`config.mk`:
```
export PLATFORM = sky130hd
export DESIGN_NAME = rip_div_seq
export DESIGN_NICKNAME = d
export VERILOG_FILES = /design/src/rtl/rip_div_seq.sv
export SDC_FILE = /design/constraint.sdc
export NUM_CORES = 1
export LEC_CHECK = 0
export BUFFER_PORTS_ARGS = -buffer_cell sky130_fd_sc_hd__buf_4
export CORE_MARGIN = 4
export CORE_UTILIZATION = 50
export DETAILED_ROUTE_END_ITERATION = 12
export PLACE_DENSITY_LB_ADDON = 0.25
export SYNTH_ARGS = -nofsm -noshare
export SYNTH_HDL_FRONTEND = slang
export SYNTH_SLANG_ARGS = --single-unit
```
`constraint.sdc`:
```
create_clock -name clk -period 8.7 [get_ports clk]
set_clock_uncertainty 0.2 [all_clocks]
set_input_delay 0.87 -clock clk [delete_from_list [all_inputs] [get_ports clk]]
set_output_delay 0.87 -clock clk [all_outputs]
set_load 0.01 [all_outputs]
```
`src/rtl/rip_div_seq.sv`:
```
// rip_div_seq: sequential radix-2 restoring integer divider.
// Handles signed/unsigned quotient and remainder (DIV, DIVU, REM, REMU).
// Divide-by-zero and signed overflow skip the iteration loop and finish early.
// The FSM state is also brought out on state_dbg for observation.
//
// Handshake: start is sampled only while busy is low (state IDLE).
// A sampled start latches op and operands at that clock edge.
// done pulses for one cycle, while back in IDLE, with rslt valid.
// rslt then holds until the next done.
// flush returns the FSM to IDLE at the next edge, from any state.
// An aborted operation never raises done and never updates rslt.
module rip_div_seq #(
   parameter int DATA_WIDTH = 32,
   parameter int CNT_WIDTH  = 6
) (
   input  logic                  clk,
   input  logic                  rst_n,
   input  logic                  start,
   input  logic [1:0]            op,
   input  logic [DATA_WIDTH-1:0] dividend,
   input  logic [DATA_WIDTH-1:0] divisor,
   input  logic                  flush,
   output logic                  busy,
   output logic                  done,
   output logic [DATA_WIDTH-1:0] rslt,
   output logic [1:0]            state_dbg
);

   localparam logic [DATA_WIDTH-1:0] MIN_NEG  = {1'b1, {(DATA_WIDTH-1){1'b0}}};
   localparam logic [DATA_WIDTH-1:0] ALL_ONES = {DATA_WIDTH{1'b1}};
   localparam logic [CNT_WIDTH-1:0]  CNT_INIT = CNT_WIDTH'(DATA_WIDTH-1);

   typedef enum logic [1:0] {
      IDLE  = 2'b00,
      CALC  = 2'b01,
      FINAL = 2'b10
   } state_t;

   state_t state, state_nxt;
   logic   done_nxt;

   // Operation context captured at acceptance.
   logic [DATA_WIDTH-1:0] quo;   // dividend magnitude shifting out, quotient shifting in
   logic [DATA_WIDTH-1:0] rem;   // partial remainder
   logic [DATA_WIDTH-1:0] dvs;   // divisor magnitude
   logic [CNT_WIDTH-1:0]  cnt;
   logic                  neg_q;
   logic                  neg_r;
   logic                  is_rem;
   logic                  div_zero;
   logic                  ovf;

   // Decode of the incoming request.
   logic                  in_signed;
   logic                  in_a_neg;
   logic                  in_b_neg;
   logic                  in_div_zero;
   logic                  in_ovf;
   logic                  in_special;
   logic [DATA_WIDTH-1:0] in_a_mag;
   logic [DATA_WIDTH-1:0] in_b_mag;
   logic                  accept;

   // One restoring step, plus the final result selection.
   logic [DATA_WIDTH:0]   shifted;
   logic [DATA_WIDTH:0]   diff;
   logic [DATA_WIDTH-1:0] final_val;

   assign busy      = (state != IDLE);
   assign state_dbg = state;
   assign accept    = (state == IDLE) && start && !flush;

   // Classify the incoming request and take operand magnitudes.
   always_comb begin
      in_signed   = ~op[0];
      in_a_neg    = in_signed & dividend[DATA_WIDTH-1];
      in_b_neg    = in_signed & divisor[DATA_WIDTH-1];
      in_div_zero = (divisor == '0);
      in_ovf      = in_signed && (dividend == MIN_NEG) && (divisor == ALL_ONES);
      in_special  = in_div_zero | in_ovf;
      in_a_mag    = in_a_neg ? -dividend : dividend;
      in_b_mag    = in_b_neg ? -divisor : divisor;
   end

   // Restoring step: shift the next dividend bit into the remainder and trial-subtract.
   always_comb begin
      shifted = {rem, quo[DATA_WIDTH-1]};
      diff    = shifted - {1'b0, dvs};
   end

   // Result selection applied in FINAL.
   // For special cases quo still holds the raw dividend.
   always_comb begin
      final_val = '0;
      if (div_zero) begin
         final_val = is_rem ? quo : ALL_ONES;
      end else if (ovf) begin
         final_val = is_rem ? '0 : quo;
      end else if (is_rem) begin
         final_val = neg_r ? -rem : rem;
      end else begin
         final_val = neg_q ? -quo : quo;
      end
   end

   // State register and the registered done pulse.
   always_ff @(posedge clk or negedge rst_n) begin
      if (!rst_n) begin
         state <= IDLE;
         done  <= 1'b0;
      end else begin
         state <= state_nxt;
         done  <= done_nxt;
      end
   end

   // Next-state logic. flush overrides everything.
   always_comb begin
      state_nxt = state;
      done_nxt  = 1'b0;
      if (flush) begin
         state_nxt = IDLE;
      end else begin
         case (state)
            IDLE: begin
               if (start) begin
                  state_nxt = in_special ? FINAL : CALC;
               end
            end
            CALC: begin
               if (cnt == '0) begin
                  state_nxt = FINAL;
               end
            end
            FINAL: begin
               state_nxt = IDLE;
               done_nxt  = 1'b1;
            end
            default: state_nxt = IDLE;
         endcase
      end
   end

   // Datapath: capture on accept, iterate in CALC.
   always_ff @(posedge clk or negedge rst_n) begin
      if (!rst_n) begin
         quo      <= '0;
         rem      <= '0;
         dvs      <= '0;
         cnt      <= '0;
         neg_q    <= 1'b0;
         neg_r    <= 1'b0;
         is_rem   <= 1'b0;
         div_zero <= 1'b0;
         ovf      <= 1'b0;
      end else if (accept) begin
         quo      <= in_special ? dividend : in_a_mag;
         rem      <= '0;
         dvs      <= in_b_mag;
         cnt      <= CNT_INIT;
         neg_q    <= in_a_neg ^ in_b_neg;
         neg_r    <= in_a_neg;
         is_rem   <= op[1];
         div_zero <= in_div_zero;
         ovf      <= in_ovf;
      end else if (state == CALC && !flush) begin
         if (!diff[DATA_WIDTH]) begin
            rem <= diff[DATA_WIDTH-1:0];
            quo <= {quo[DATA_WIDTH-2:0], 1'b1};
         end else begin
            rem <= shifted[DATA_WIDTH-1:0];
            quo <= {quo[DATA_WIDTH-2:0], 1'b0};
         end
         cnt <= cnt - 1'b1;
      end
   end

   // Result register: written only when FINAL completes without flush.
   always_ff @(posedge clk or negedge rst_n) begin
      if (!rst_n) begin
         rslt <= '0;
      end else if (state == FINAL && !flush) begin
         rslt <= final_val;
      end
   end

endmodule
```
# == Yosys cells after proc, flatten, opt, wreduce, memory -nomap -nowiden ==
# Cells that the tools add are included.
# totals
ff_bits,142
out_inout_bits,36
elab_cells,67
# op_classes
n_addsub,6
muxes,25
eq_ne,6
bitwise_logic,5
n_reduce_logical,13
# op_table
operator,count
32-bit two-way mux,15
32-bit negator,4
"32-bit equality test, second input constant",2
33-bit by 32-bit subtractor with 33-bit output,1
32-bit logical NOT,1
6-bit two-way mux,2
2-bit two-way mux,4
1-bit logical AND,6
6-bit logical NOT,1
"3-bit inequality test, second input constant",2
"6-bit by 1-bit subtractor with 6-bit output, second input constant",1
2-bit one-hot mux with 2 select lines,1
2-bit nonzero test,2
1-bit two-way mux,3
1-bit bitwise AND,2
"2-bit by 1-bit equality test with 1-bit output, second input constant",1
"2-bit equality test, second input constant",1
2-bit logical NOT,1
2-bit AND reduction,1
1-bit logical NOT,1
1-bit NOT,1
1-bit OR,1
1-bit bitwise XOR,1

# == Depth between registers and ports, before layout ==
# Gate-level depths: netlist of run 1.
# logic_depth
ltp_word,8
mapped_depth,15
depth_no_buf,13

# == Worst setup path before layout of run 1 ==
# OpenSTA, ideal clock, no wires.
# synth_path
kind,input to register
startpoint,input port dividend[18]
endpoint,register quo[19]
setup_time_ns,0.129
required_time_ns,8.371
arrival_ns,3.552
stages,11
path_slack_ns,4.819
n_path_buf,2
path_cell_list,or4_1 > or4_1 > or4_4 > or3_4 > o21ai_4 > nor2_2 > buf_6 > buf_6 > o41ai_1 > xor2_1 > o21ai_1
# synth_between
elab_chain_len,6
# synth_rtl
item,line,rtl
from (decl),20,"input logic [DATA_WIDTH-1:0] dividend,"
branches (longest 4 deep; another with 32-bit negator),n/a,
32-bit two-way mux *,157,quo <= in_special ? dividend : in_a_mag;
32-bit two-way mux *,156,end else if (accept) begin
to (signal assigned),157,
to (signal assigned),169,"quo <= {quo[DATA_WIDTH-2:0], 1'b1};"
to (signal assigned),172,"quo <= {quo[DATA_WIDTH-2:0], 1'b0};"
to (decl),43,logic [DATA_WIDTH-1:0] quo;
# Every way passes the cells marked *.
# A chain may end at the register's enable or synchronous reset.

# == Final worst setup path of run 1 ==
# layout_path
startpoint,register quo[31]
endpoint,register rem[1]
# layout_between
elab_chain_len,4
# layout_rtl
item,line,rtl
33-bit by 32-bit subtractor with 33-bit output,88,"diff = shifted - {1'b0, dvs};"
32-bit two-way mux,167,if (!diff[DATA_WIDTH]) begin
32-bit two-way mux,166,end else if (state == CALC && !flush) begin
32-bit two-way mux,156,
to (signal assigned),168,rem <= diff[DATA_WIDTH-1:0];
to (signal assigned),171,rem <= shifted[DATA_WIDTH-1:0];
to (decl),44,logic [DATA_WIDTH-1:0] rem;
# Every way passes these cells. The select of a mux whose other input is x is not followed.

==> flow_summary.yaml, run 1 <==
synth:
  netlist_instances: 1313
  syn-num-nets: 1423
  yosysSeqAreaShare_pct: 33.1
  ys_ff_latch: 142
  yosys_warnings: 0
  yosys_most_used_dff: "dfrtp_1"
  synth_area_um2: 10700
  synthArstFlopShare_pct: 100
  syn_area_per_cell_um2: 8.17
  synth.distinct_cells: 70
  synth_edf_count: 0
critical_path:
  rr_endpoint: "rem[1]$_DFFE_PN0P_"
  cp_slowest_cell: "and3b_2"
  r2r-start: "quo[31]$_DFFE_PN0P_"
  start_kind: "flop"
  end_kind: "flop"
  cp.depth: 13
  cp_top_family: "simple AND/OR/NAND/NOR gates"
  critPathArrivalTime_ns: 4.25
  cp.required_ns: 8.86
  path_cells: "inv_1, ha_1, fa_1, nand2b_1, a21oi_1, o211ai_1, a21oi_1, o21ai_0, a21oi_1, nor3_1, and3b_2, mux2_2, o21ai_0"
  setup.worst_path.class: "reg2reg"
  r2r_setup_slack_ns: 4.61
  crit_buf_inv: 1
  crit_fanout: 36
  slowest_delay_ns: 0.92
  crit_top_cell: "a21oi_1"
  r2r_cells: 13
placed_design:
  gp_congestion: 0.954
  portBuffers: 105
  dp_hpwl_um: 22800
  place_ws_ns: 4.42
  place_inst: 1628
  post_dp_cell_area_um2: 11700
cells_and_area:
  final_common_cell: "o21ai_0"
  mostFrequentLayoutCells: "o21ai_0, nand2_1, dfrtp_1, buf_4, a21oi_1"
  final_cells: 1659
  fin_nets: 1482
  n_fill_cell: 1964
  area_delta_synth_final_pct: 14.3
  diodes: 0
  final_area_um2: 12300
  drive_above_1_share_pct: 12.9
floorplanning:
  fp.dieH_um: 154
  initial_core_util_pct: 50.9
  io_pins: 106
  core-area_um2: 21100
  die_w_um: 154
  rows: 53
  die-area_um2: 23900
global_routing:
  antenna_found_initial: 1
  overflow: 0
  grt_max_degree: 85
  grt_pass1_vias: 9605
  track_usage_pct: 26.3
  grt_pass1_wl_um: 51200
route:
  viasPerCell: 6.20
  drt_wl_total_um: 31300
  first_iter_violations: 1036
  ant_nets: 0
  dr.pass1.iters: 8
  num_vias: 10300
  routedWlPerCell_um: 18.9
  route.detailed.drc: 0
timing:
  report.final.slew_viol_count: 0
  setup_ws_ns: 4.61
  finalHoldViolCount: 0
  fin_crit_sh_pct: 47.0
  worst_pin_slew_ns: 1.06
  rsz0062_at_grt: "no"
  fmax_ghz: 0.244
  fin_tns_setup_ns: 0
  period_minus_slack_ns: 4.09
  slew-limit-headroom_pct: 29.4
  setup_viol: 0
clock_tree:
  post_cts_buffers: 0
  cts_buffer_depth: 2
  ctsHoldBuffers: 0
  cts_resized: 0
  cts-root-buf: "clkbuf_16"
  clock_latency_ns: 0.44
  clk_pin_slew_ns: 0.07
  tritoncts: "yes"
  cts_max_level: 4
  numCtsBuffers: 17
  cts_sinks: 142
worst_hold_path:
  min_from: "rslt[0]$_DFFE_PN0P_"
  whs_endpoint: "rslt[0]$_DFFE_PN0P_"
  min_delay_path_depth: 2
  hold_path.class: "reg2reg"
pwr:
  ir_drop_mv: 0.215
  leakagePower_nw: 5.34
  cellPowerDensity_nw_per_um2: 347
flow_run:
  maxCapViolCount: 0
status:
  status: "complete, no violations"
==> kinds of logic after synthesis <==
| group | share of synthesized area, % |
|---|---|
| AOI/OAI and AO/OA | 26.1 |
| and+or+nand+nor | 17.9 |
| DFF | 33.1 |
| buffers and inverters | 4.85 |
| xor gates and xnor gates | 10.6 |
| adders and majority gates | 4.73 |
| muxes | 2.73 |
==> per-layer routing <==
metal	wire length, um	track usage (%)	up-vias	part of all wire (%)
li1	-	-	4863	-
met1	13900	38.7	4920	44
met2	13800	39.5	453	44
met3	2820	4.67	57	9.0
met4	784	8.41	0	2.5
met5	0	0	-	0
==> flip-flops by register name, summed over array words and instances, names as in the netlist <==
| register | cells |
|---|---|
| dvs | 32 |
| quo | 32 |
| rem | 32 |
| rslt | 32 |
| cnt | 6 |
| state_dbg | 2 |
| div_zero | 1 |
| done | 1 |
| is_rem | 1 |
| neg_q | 1 |
| neg_r | 1 |
| ovf | 1 |
==> worst min-delay path, delay by kind of cell (launching register included) <==
kind          cells  cell delay, ns
simple gates      2            0.10
flops             1            0.34
==> power breakdown <==
group / switching (mW) / internal [mW] / total (mW)
combinational: 1.23 / 1.02 / 2.24
clock: 0.291 / 0.464 / 0.755
sequential: 0.359 / 0.896 / 1.26
total: 1.88 / 2.38 / 4.25
==> cell type report <==
class                   count  area [um2]  area share [%]
clock inverters            10         139            1.13
well taps                 275         344            2.81
clock buffers              21         460            3.75
multi-input cells        1037        6670            54.4
flip-flops and latches    142        3550            29.0
inverters                  57         214            1.74
repair buffers            117         882            7.19
==> synthesized netlist by cell type, drive strengths merged, types with 12 or more instances <==
| cell type | instances | area, um2 |
|---|---|---|
| a21o | 13 | 97.6 |
| ha | 39 | 488 |
| o31ai | 31 | 246 |
| nand4 | 15 | 93.8 |
| nand2 | 144 | 541 |
| a21oi | 88 | 440 |
| nor2 | 62 | 235 |
| o2111ai | 14 | 123 |
| xnor2 | 65 | 569 |
| clkbuf | 70 | 263 |
| or3 | 22 | 148 |
| nand3 | 20 | 100 |
| a22oi | 33 | 248 |
| o211ai | 13 | 97.6 |
| dfrtp | 142 | 3550 |
| nor3 | 32 | 160 |
| or4 | 13 | 105 |
| o21a | 18 | 135 |
| nor4 | 12 | 75.1 |
| o21ai | 178 | 902 |
| inv | 56 | 210 |
| or2 | 16 | 103 |
| nand2b | 14 | 87.6 |
| mux2i | 27 | 270 |
| xor2 | 65 | 569 |
==> per-stage QoR <==
stage                     util (%)  hold slack (ns)  power [mW]
after floorplan                  -            0.250        2.81
after global placement        55.3            0.256        3.41
after detailed placement      55.3            0.257        3.46
after CTS                     58.2            0.271        4.23
after global routing          58.2            0.286        4.58
final                         58.2            0.266        4.25
==> worst max-delay path by stage <==
stage                        start                   to  slack [ns]
6_report       quo[31]$_DFFE_PN0P_   rem[1]$_DFFE_PN0P_        4.61
5_1_grt        rem[14]$_DFFE_PN0P_   rem[1]$_DFFE_PN0P_        4.27
4_1_cts        quo[31]$_DFFE_PN0P_   rem[1]$_DFFE_PN0P_        4.63
3_5_place_dp           divisor[11]  quo[10]$_DFFE_PN0P_        4.42
3_3_place_gp           divisor[11]  quo[24]$_DFFE_PN0P_        4.50
2_1_floorplan         dividend[18]  quo[19]$_DFFE_PN0P_        4.82
(Power assumes the default switching activity.)
==> inputs of run 2 (changes only) <==
==> constraint.sdc (replaced) <==
create_clock -name clk -period 4.09 [get_ports clk]
set_clock_uncertainty 0.2 [all_clocks]
set_input_delay 0.409 -clock clk [delete_from_list [all_inputs] [get_ports clk]]
set_output_delay 0.409 -clock clk [all_outputs]
set_load 0.01 [all_outputs]
==> run 2 against run 1 <==
  * Clock power grew 110%
  * Final cell count grew 1.2%
  * Clock-buffer cell count is the same
  * Flip-flop and latch count is the same
  * Routed wire length grew 0.70%
  * Core utilization grew 0.88 points
  * Combinational power grew 120%
  * Fmax grew 8.9%
  * Worst hold slack lost 0.25 ns
  * Die area is the same
  * Via count is essentially flat
  * Sequential share of layout area shrank 0.43 points
==> flow_summary.yaml, run 2 (synthesized netlist as in run 1, its figures left out) <==
critical_path:
  slowest_delay_ns: 0.53
  critPathArrivalTime_ns: 3.88
  path_cells: "inv_1, ha_1, fa_1, nand2b_1, a21oi_1, o211ai_1, a21oi_1, o21ai_0, a21oi_1, nor3_1, and3b_2, mux2_2, o21ai_0"
  setup.worst_path.class: "reg2reg"
  cp_top_family: "compound AO/OA/AOI/OAI gates"
  end_kind: "flop"
  crit_buf_inv: 1
  cp_slowest_cell: "and3b_2"
  cp.required_ns: 4.22
  start_kind: "flop"
  crit_fanout: 16
  crit_top_cell: "a21oi_1"
timing:
  worst_pin_slew_ns: 1.16
  report.final.slew_viol_count: 0
  fin_tns_setup_ns: 0
  period_minus_slack_ns: 3.76
  finalHoldViolCount: 0
  setup_viol: 0
  rsz0062_at_grt: "no"
  slew-limit-headroom_pct: 22.1
  fmax_ghz: 0.266
  fin_crit_sh_pct: 91.8
global_routing:
  overflow: 0
  grt_pass1_vias: 9678
  grt_pass1_wl_um: 50600
  track_usage_pct: 26.2
  antenna_found_initial: 1
  grt_max_degree: 97
cells_and_area:
  diodes: 0
  multi_input_area_um2: 6670
  ff_latch_area_um2: 3550
  fin_nets: 1501
  n_fill_cell: 1925
  mostFrequentLayoutCells: "o21ai_0, nand2_1, dfrtp_1, buf_4, a21oi_1"
  drive_above_1_share_pct: 14.0
  area_delta_synth_final_pct: 16.0
  final_common_cell: "o21ai_0"
  final_cells: 1679
clock_tree:
  tritoncts: "yes"
  clock_latency_ns: 0.44
  cts_max_level: 4
  cts_resized: 0
  cts-root-buf: "clkbuf_16"
  cts_buffer_depth: 2
  ctsHoldBuffers: 2
  post_cts_buffers: 0
  numCtsBuffers: 17
  cts_sinks: 142
  clk_pin_slew_ns: 0.06
floorplanning:
  rows: 53
  die-area_um2: 23900
  initial_core_util_pct: 50.9
  io_pins: 106
  fp.dieH_um: 154
  core-area_um2: 21100
  die_w_um: 154
pwr:
  cellPowerDensity_nw_per_um2: 742
  ir_drop_mv: 0.387
  leakagePower_nw: 5.44
placed_design:
  dp_hpwl_um: 23200
  gp_congestion: 0.955
  place_inst: 1645
  portBuffers: 105
route:
  routedWlPerCell_um: 18.8
  drt_wl_total_um: 31500
  viasPerCell: 6.13
  ant_nets: 0
  num_vias: 10300
  first_iter_violations: 1120
  route.detailed.drc: 0
  dr.pass1.iters: 6
flow_run:
  maxCapViolCount: 0
status:
  status: "complete, no violations"
worst_hold_path:
  hold_path.class: "in2reg"
-- run 2: path summary, 6_finish.rpt --
check,from,endpoint,slack [ns],cells after the start
max,quo[31]$_DFFE_PN0P_,rem[1]$_DFFE_PN0P_,0.33,13
min,op[1],is_rem$_DFFE_PN0P_,0.01,3
max reg2reg,quo[31]$_DFFE_PN0P_,rem[1]$_DFFE_PN0P_,0.33,13
min reg2reg,dvs[29]$_DFFE_PN0P_,dvs[29]$_DFFE_PN0P_,0.28,2
max in group asynchronous,rst_n,rem[6]$_DFFE_PN0P_,2.38,3
min in group asynchronous,rst_n,dvs[23]$_DFFE_PN0P_,0.40,2
-- run 2: per-stage QoR --
| step | worst slack, ns | hold WS, ns | util [%] | cell area [um2] | power [mW] |
|---|---|---|---|---|---|
| 2_1_floorplan | 0.572 | -0.0866 | - | 10700 | 5.97 |
| 3_3_place_gp | 0.392 | 0.256 | 56.1 | 11800 | 7.44 |
| 3_5_place_dp | 0.366 | 0.271 | 56.1 | 11800 | 7.55 |
| 4_1_cts | 0.369 | 0.00274 | 59.0 | 12500 | 9.18 |
| 5_1_grt | 0.0755 | 0.0146 | 59.0 | 12500 | 9.87 |
| 6_report | 0.334 | 0.0123 | 59.0 | 12500 | 9.23 |
-- run 2: power by group --
group / internal, mW / leakage (nW) / switching [mW]
Clock: 0.953 / 0.283 / 0.646
Combinational: 2.30 / 3.38 / 2.72
Sequential: 1.91 / 1.78 / 0.712
Total: 5.16 / 5.44 / 4.07
-- run 2: per-layer routing --
metal	share of wire [%]	wire length, um	global-route usage, %
met5	0	0	0
met4	2.5	783	8.37
met3	8.8	2760	5.48
met2	44	13900	39.6
met1	45	14100	37.6
-- run 2: area by class of cell --
class	instances	share of cell area, %
clock buffers	21	3.78
clock inverters	11	1.05
inverters	57	1.72
multi-input cells	1037	53.6
flip-flops and latches	142	28.5
well taps	275	2.76
repair buffers	136	8.57
-- run 2: worst reg2reg max path: stages (launching register included) --
cell and delay, ns:
dfrtp_1 0.39, inv_1 0.08, ha_1 0.22, fa_1 0.40
nand2b_1 0.18, a21oi_1 0.19, o211ai_1 0.14, a21oi_1 0.20
o21ai_0 0.18, a21oi_1 0.26, nor3_1 0.09, and3b_2 0.53
mux2_2 0.39, o21ai_0 0.21
